**src/rtl/sequenciador_execucao.sv**
```systemverilog
// sequenciador_execucao: multi-cycle instruction sequencer for the LabSO processor.
// It paces each instruction through a fetch (BUSCA) cycle and an EXEC_CYCLES-long execute
// phase, and gates the PC advance and the register-file write. It stalls on `in` until the
// confirm button is pressed, then latches the switches. It also stalls on `pause` and
// freezes for good on END.
//
// Ports:
//   clock, reset            - rising-edge clock, asynchronous active-low reset
//   opcode, status          - decoder opcode and stall request
//   escritaRegIn            - decoder register-write request
//   entradaSaidaControl     - decoder I/O selector (01 = out)
//   confirma                - raw, asynchronous confirm pushbutton
//   chaves                  - raw switch bank (static while the operator confirms)
//   dadoSaida               - register value shown by `out`
//   habilitaPC, escritaReg  - one-cycle PC-advance and register-write pulses
//   dadoEntrada             - latched, zero-extended switches
//   display                 - latched `out` value
//   aguardando, parado      - waiting for the operator / halted
//   estado                  - current state code
module sequenciador_execucao #(
  parameter int unsigned EXEC_CYCLES = 2,
  parameter int unsigned WIDTH_IN    = 16,
  parameter int unsigned WIDTH_DADO  = 32
) (
  input  logic                  clock,
  input  logic                  reset,
  input  logic [5:0]            opcode,
  input  logic                  status,
  input  logic                  escritaRegIn,
  input  logic [1:0]            entradaSaidaControl,
  input  logic                  confirma,
  input  logic [WIDTH_IN-1:0]   chaves,
  input  logic [WIDTH_DADO-1:0] dadoSaida,
  output logic                  habilitaPC,
  output logic                  escritaReg,
  output logic [WIDTH_DADO-1:0] dadoEntrada,
  output logic [WIDTH_DADO-1:0] display,
  output logic                  aguardando,
  output logic                  parado,
  output logic [2:0]            estado
);

  typedef enum logic [2:0] {
    StBusca   = 3'd0,
    StExecuta = 3'd1,
    StEspera  = 3'd2,
    StEscreve = 3'd3,
    StPausa   = 3'd4,
    StFim     = 3'd5
  } estado_e;

  localparam logic [5:0] OpEnd   = 6'b011111;
  localparam logic [5:0] OpIn    = 6'b011101;
  localparam logic [1:0] EsOut   = 2'b01;
  localparam logic [3:0] CntLast = 4'(EXEC_CYCLES - 1);

  estado_e               state_q, state_d;
  logic [3:0]            cnt_q, cnt_d;
  logic                  sync1_q, sync2_q, prev_q;
  logic [WIDTH_DADO-1:0] dado_entrada_q, dado_entrada_d;
  logic [WIDTH_DADO-1:0] display_q, display_d;

  logic confirm_edge;
  logic last_exec;
  logic commit;

  // The prev register turns a held button into exactly one edge.
  assign confirm_edge = sync2_q & ~prev_q;
  assign last_exec    = (state_q == StExecuta) && (cnt_q == CntLast);
  // A normal instruction retires on its last execute cycle unless it halts or stalls.
  assign commit       = last_exec && (opcode != OpEnd) && !status;

  always_comb begin
    state_d        = state_q;
    cnt_d          = 4'd0;
    dado_entrada_d = dado_entrada_q;
    display_d      = display_q;
    case (state_q)
      StBusca: begin
        state_d = StExecuta;
      end
      StExecuta: begin
        cnt_d = cnt_q + 4'd1;
        if (cnt_q == CntLast) begin
          if (opcode == OpEnd) begin
            state_d = StFim;
          end else if (status && (opcode == OpIn)) begin
            state_d = StEspera;
          end else if (status) begin
            state_d = StPausa;
          end else begin
            state_d = StBusca;
            if (entradaSaidaControl == EsOut) begin
              display_d = dadoSaida;
            end
          end
        end
      end
      StEspera: begin
        if (confirm_edge) begin
          dado_entrada_d = WIDTH_DADO'(chaves);
          state_d        = StEscreve;
        end
      end
      StEscreve: begin
        state_d = StBusca;
      end
      StPausa: begin
        if (confirm_edge) begin
          state_d = StBusca;
        end
      end
      StFim: begin
        state_d = StFim;
      end
      // Unused codes 6 and 7 fall back to fetch.
      default: begin
        state_d = StBusca;
      end
    endcase
  end

  always_ff @(posedge clock or negedge reset) begin
    if (!reset) begin
      state_q        <= StBusca;
      cnt_q          <= 4'd0;
      sync1_q        <= 1'b0;
      sync2_q        <= 1'b0;
      prev_q         <= 1'b0;
      dado_entrada_q <= '0;
      display_q      <= '0;
    end else begin
      state_q        <= state_d;
      cnt_q          <= cnt_d;
      sync1_q        <= confirma;
      sync2_q        <= sync1_q;
      prev_q         <= sync2_q;
      dado_entrada_q <= dado_entrada_d;
      display_q      <= display_d;
    end
  end

  always_comb begin
    habilitaPC = commit || (state_q == StEscreve) || ((state_q == StPausa) && confirm_edge);
    escritaReg = (commit && escritaRegIn) || (state_q == StEscreve);
    aguardando = (state_q == StEspera) || (state_q == StPausa);
    parado     = (state_q == StFim);
    estado     = state_q;
  end

  assign dadoEntrada = dado_entrada_q;
  assign display     = display_q;

endmodule

```
**config.mk**
```make
export PLATFORM = sky130hd
export DESIGN_NAME = sequenciador_execucao
export DESIGN_NICKNAME = d
export VERILOG_FILES = /design/src/rtl/sequenciador_execucao.sv
export SDC_FILE = /design/constraint.sdc
export NUM_CORES = 1
export LEC_CHECK = 0
export CAP_MARGIN = 20
export CORE_MARGIN = 2
export CORE_UTILIZATION = 50
export CTS_CLUSTER_SIZE = 30
export DETAILED_ROUTE_END_ITERATION = 10
export DONT_BUFFER_PORTS = 1
export SKIP_LAST_GASP = 1
export SYNTH_ARGS = -nofsm -noshare
export SYNTH_HDL_FRONTEND = slang
export SYNTH_SLANG_ARGS = --single-unit
export TNS_END_PERCENT = 1
```
**constraint.sdc**
```tcl
create_clock -name clock -period 5.3 [get_ports clock]
set_clock_uncertainty 0.05 [all_clocks]
set_input_delay 1.06 -clock clock [delete_from_list [all_inputs] [get_ports clock]]
set_output_delay 1.06 -clock clock [all_outputs]
set_load 0.02 [all_outputs]
```
==> results.cfg <==
[setup_path]
crit_family = compound AO/OA/AOI/OAI gates
cpPeakStageDelay_ns = 0.43
timing_worst_setup_path_type = in2out
regToRegEndpoint = display[1]
cpMaxStageDelayCell = o22ai_1
worstPathMaxFanout = 3
arrival_ns = 2.18
r2r_cells = 6
path_cells = or3b_1, a211oi_2, a21oi_1, o22ai_1
end_kind = output port
critPathBufInv = 0
cp-start-kind = input port
reg2reg_from = cnt_q[1]
ff2ff_setup_slack_ns = 2.47
worstPathRequired_ns = 4.19

[clocking]
cts_root_buf = clkbuf_8
clk_latency_ns = 0.32
numCtsBuffers = 9
cts_setup_buffers = 0
clk_path_buf_depth = 2
hold_buffers = 0
cts_tree = yes
cts_sinks = 58
cts_resized = 0
clk_pin_slew_ns = 0.06
htreeDepth = 3

[sta]
whs_ns = 0.300
hold_viol_final = 0
relSlewSlack_pct = 33.8
tns_ns = 0
timing.final.crit_share_pct = 62.2
slew_violations = 0
grt_setup_unrepaired = no
max_freq_ghz = 0.304
tightest_slew_ns = 0.993
setup_violations = 0
period_needed_ns = 3.29

[power_and_ir_drop]
ir_drop_uv = 270
power.leakage_uw = 0.00123
powerDensity_mw_per_mm2 = 551

[routing]
routedWlPerCell_um = 18.4
drc = 0
drt_wl_total_um = 4620
dr_total_vias = 1344
postRouteAntennaNets = 0
routed_via_density = 5.35
firstDrtPassIters = 4
drtIter0Drc = 59

[finish]
drive_above_1_share_pct = 32.0
antenna-diode-count = 0
syn2layout_area_growth_pct = 2.86
multiInputGateArea_mm2 = 0.00100
nFillCells = 446
layout_commonest_cell = dfrtp_1
regArea_mm2 = 0.00145
final_cell_mix = dfrtp_1 (58), mux2_4 (30), conb_1 (16), mux2_2 (15), clkbuf_8 (10)
final_nets = 241

[grt]
grt_pass1_vias = 1384
antenna_found_initial = 0
grt_pass1_wl_um = 7610
track_usage_pct = 17.0
grt.overflow.total = 0
grt_max_degree = 59

[logic_synthesis]
synthTopCellsByArea = dfrtp_1 (55%), mux2_4 (17%), mux2_2 (6.4%), buf_4 (4.9%), buf_12 (2.3%)
ys_warn_count = 0
ys_ff_latch = 58
synth_cell_types = 37
synth_top_area_share_pct = 55.2
synthCells = 177
synth_seq_area_share_pct = 55.2
synth_top_cell_by_area = dfrtp_1
synthFlopType = dfrtp_1
syn_area_mm2 = 0.00263
async_reset_ff_share_pct = 100
avgSynthCellArea_um2 = 14.8
synth_edf_count = 0

[placement]
gp_routability_congestion = 0.721
hpwl_um = 3350
io_buffers = 0

[die]
start_util_pct = 51.8
die_w_um = 76.5
core_mm2 = 0.00507
io_pins = 132
die_area_mm2 = 0.00585
die-height_um = 76.5
rows = 26

[job]
drv_cap = 0

[min_path]
holdPathEnd = sync2_q
holdPathStages = 0
hold_class = reg2reg
hold_start = sync1_q

[status]
status = finished, final reports clean
==> registers in the layout (all words and copies together), names as in the netlist <==
register and flops:
display 32, dadoEntrada 16, cnt_q 4, estado 3
prev_q 1, sync1_q 1, sync2_q 1
==> power breakdown <==
group / internal, uW / switching, uW / total, uW
clock: 178 / 149 / 327
sequential: 585 / 280 / 864
combinational: 193 / 103 / 296
total: 956 / 532 / 1490
==> synth_stat cells (3+ instances only) <==
cell,count
nor2_1,9
mux2_2,15
dfrtp_1,58
nand2b_1,4
buf_12,3
mux2_1,3
buf_4,17
mux2_4,30
==> worst max path at each step <==
stage                   from          to  slack (ns)  cells past startpoint
floorplan             status  habilitaPC        2.14                      4
global placement      status  habilitaPC        2.07                      4
detailed placement    status  habilitaPC        2.01                      4
CTS                   status  habilitaPC        2.01                      4
global route        cnt_q[1]  habilitaPC        1.93                      6
finish                status  habilitaPC        2.01                      4
==> per-layer routing <==
metal | GRT usage, % | wire length, um
met4 | 10.0 | 122
met2 | 25.0 | 2200
met1 | 20.2 | 1820
met5 | 0 | 0
met3 | 8.06 | 483
==> through the flow <==
| stage | power [uW] | std cells | cell area, um2 | util, % | setup slack [ns] |
|---|---|---|---|---|---|
| 2_1_floorplan | 1120 | 192 | 2680 | - | 2.14 |
| 3_3_place_gp | 1150 | 237 | 2550 | 50.2 | 2.07 |
| 3_5_place_dp | 1170 | 237 | 2550 | 50.2 | 2.01 |
| 4_1_cts | 1510 | 251 | 2700 | 53.3 | 2.01 |
| 5_1_grt | 1580 | 251 | 2700 | 53.3 | 1.93 |
| 6_report | 1490 | 251 | 2700 | 53.3 | 2.01 |
==> worst register-to-register path, stage by stage, from the launching register on <==
cell and delay (ns):
dfrtp_1 0.39, inv_1 0.06, ha_1 0.16, or3b_1 0.40, a211oi_2 0.31, and3_2 0.90, mux2_2 0.44
==> layout make-up <==
type                       instances  share of cell area, %
inverter                           2                  0.278
clock buffer                      14                   5.65
tap                               70                   3.24
multi-input combinational        107                   37.1
sequential                        58                   53.7
==> cells by family (layout without fill, tap and decap cells) <==
logic type,Yosys count,after routing,synth area share (%)
and+or+nand+nor,29,29,6.33
DFF,58,58,55.2
adders and majority gates,2,2,0.952
xor gates and xnor gates,3,3,1.00
buffers and inverters,27,16,8.76
muxes,48,48,24.9
AOI/OAI and AO/OA,9,9,2.71
other,1,16,0.143
Power figures use the tool's default switching activity.
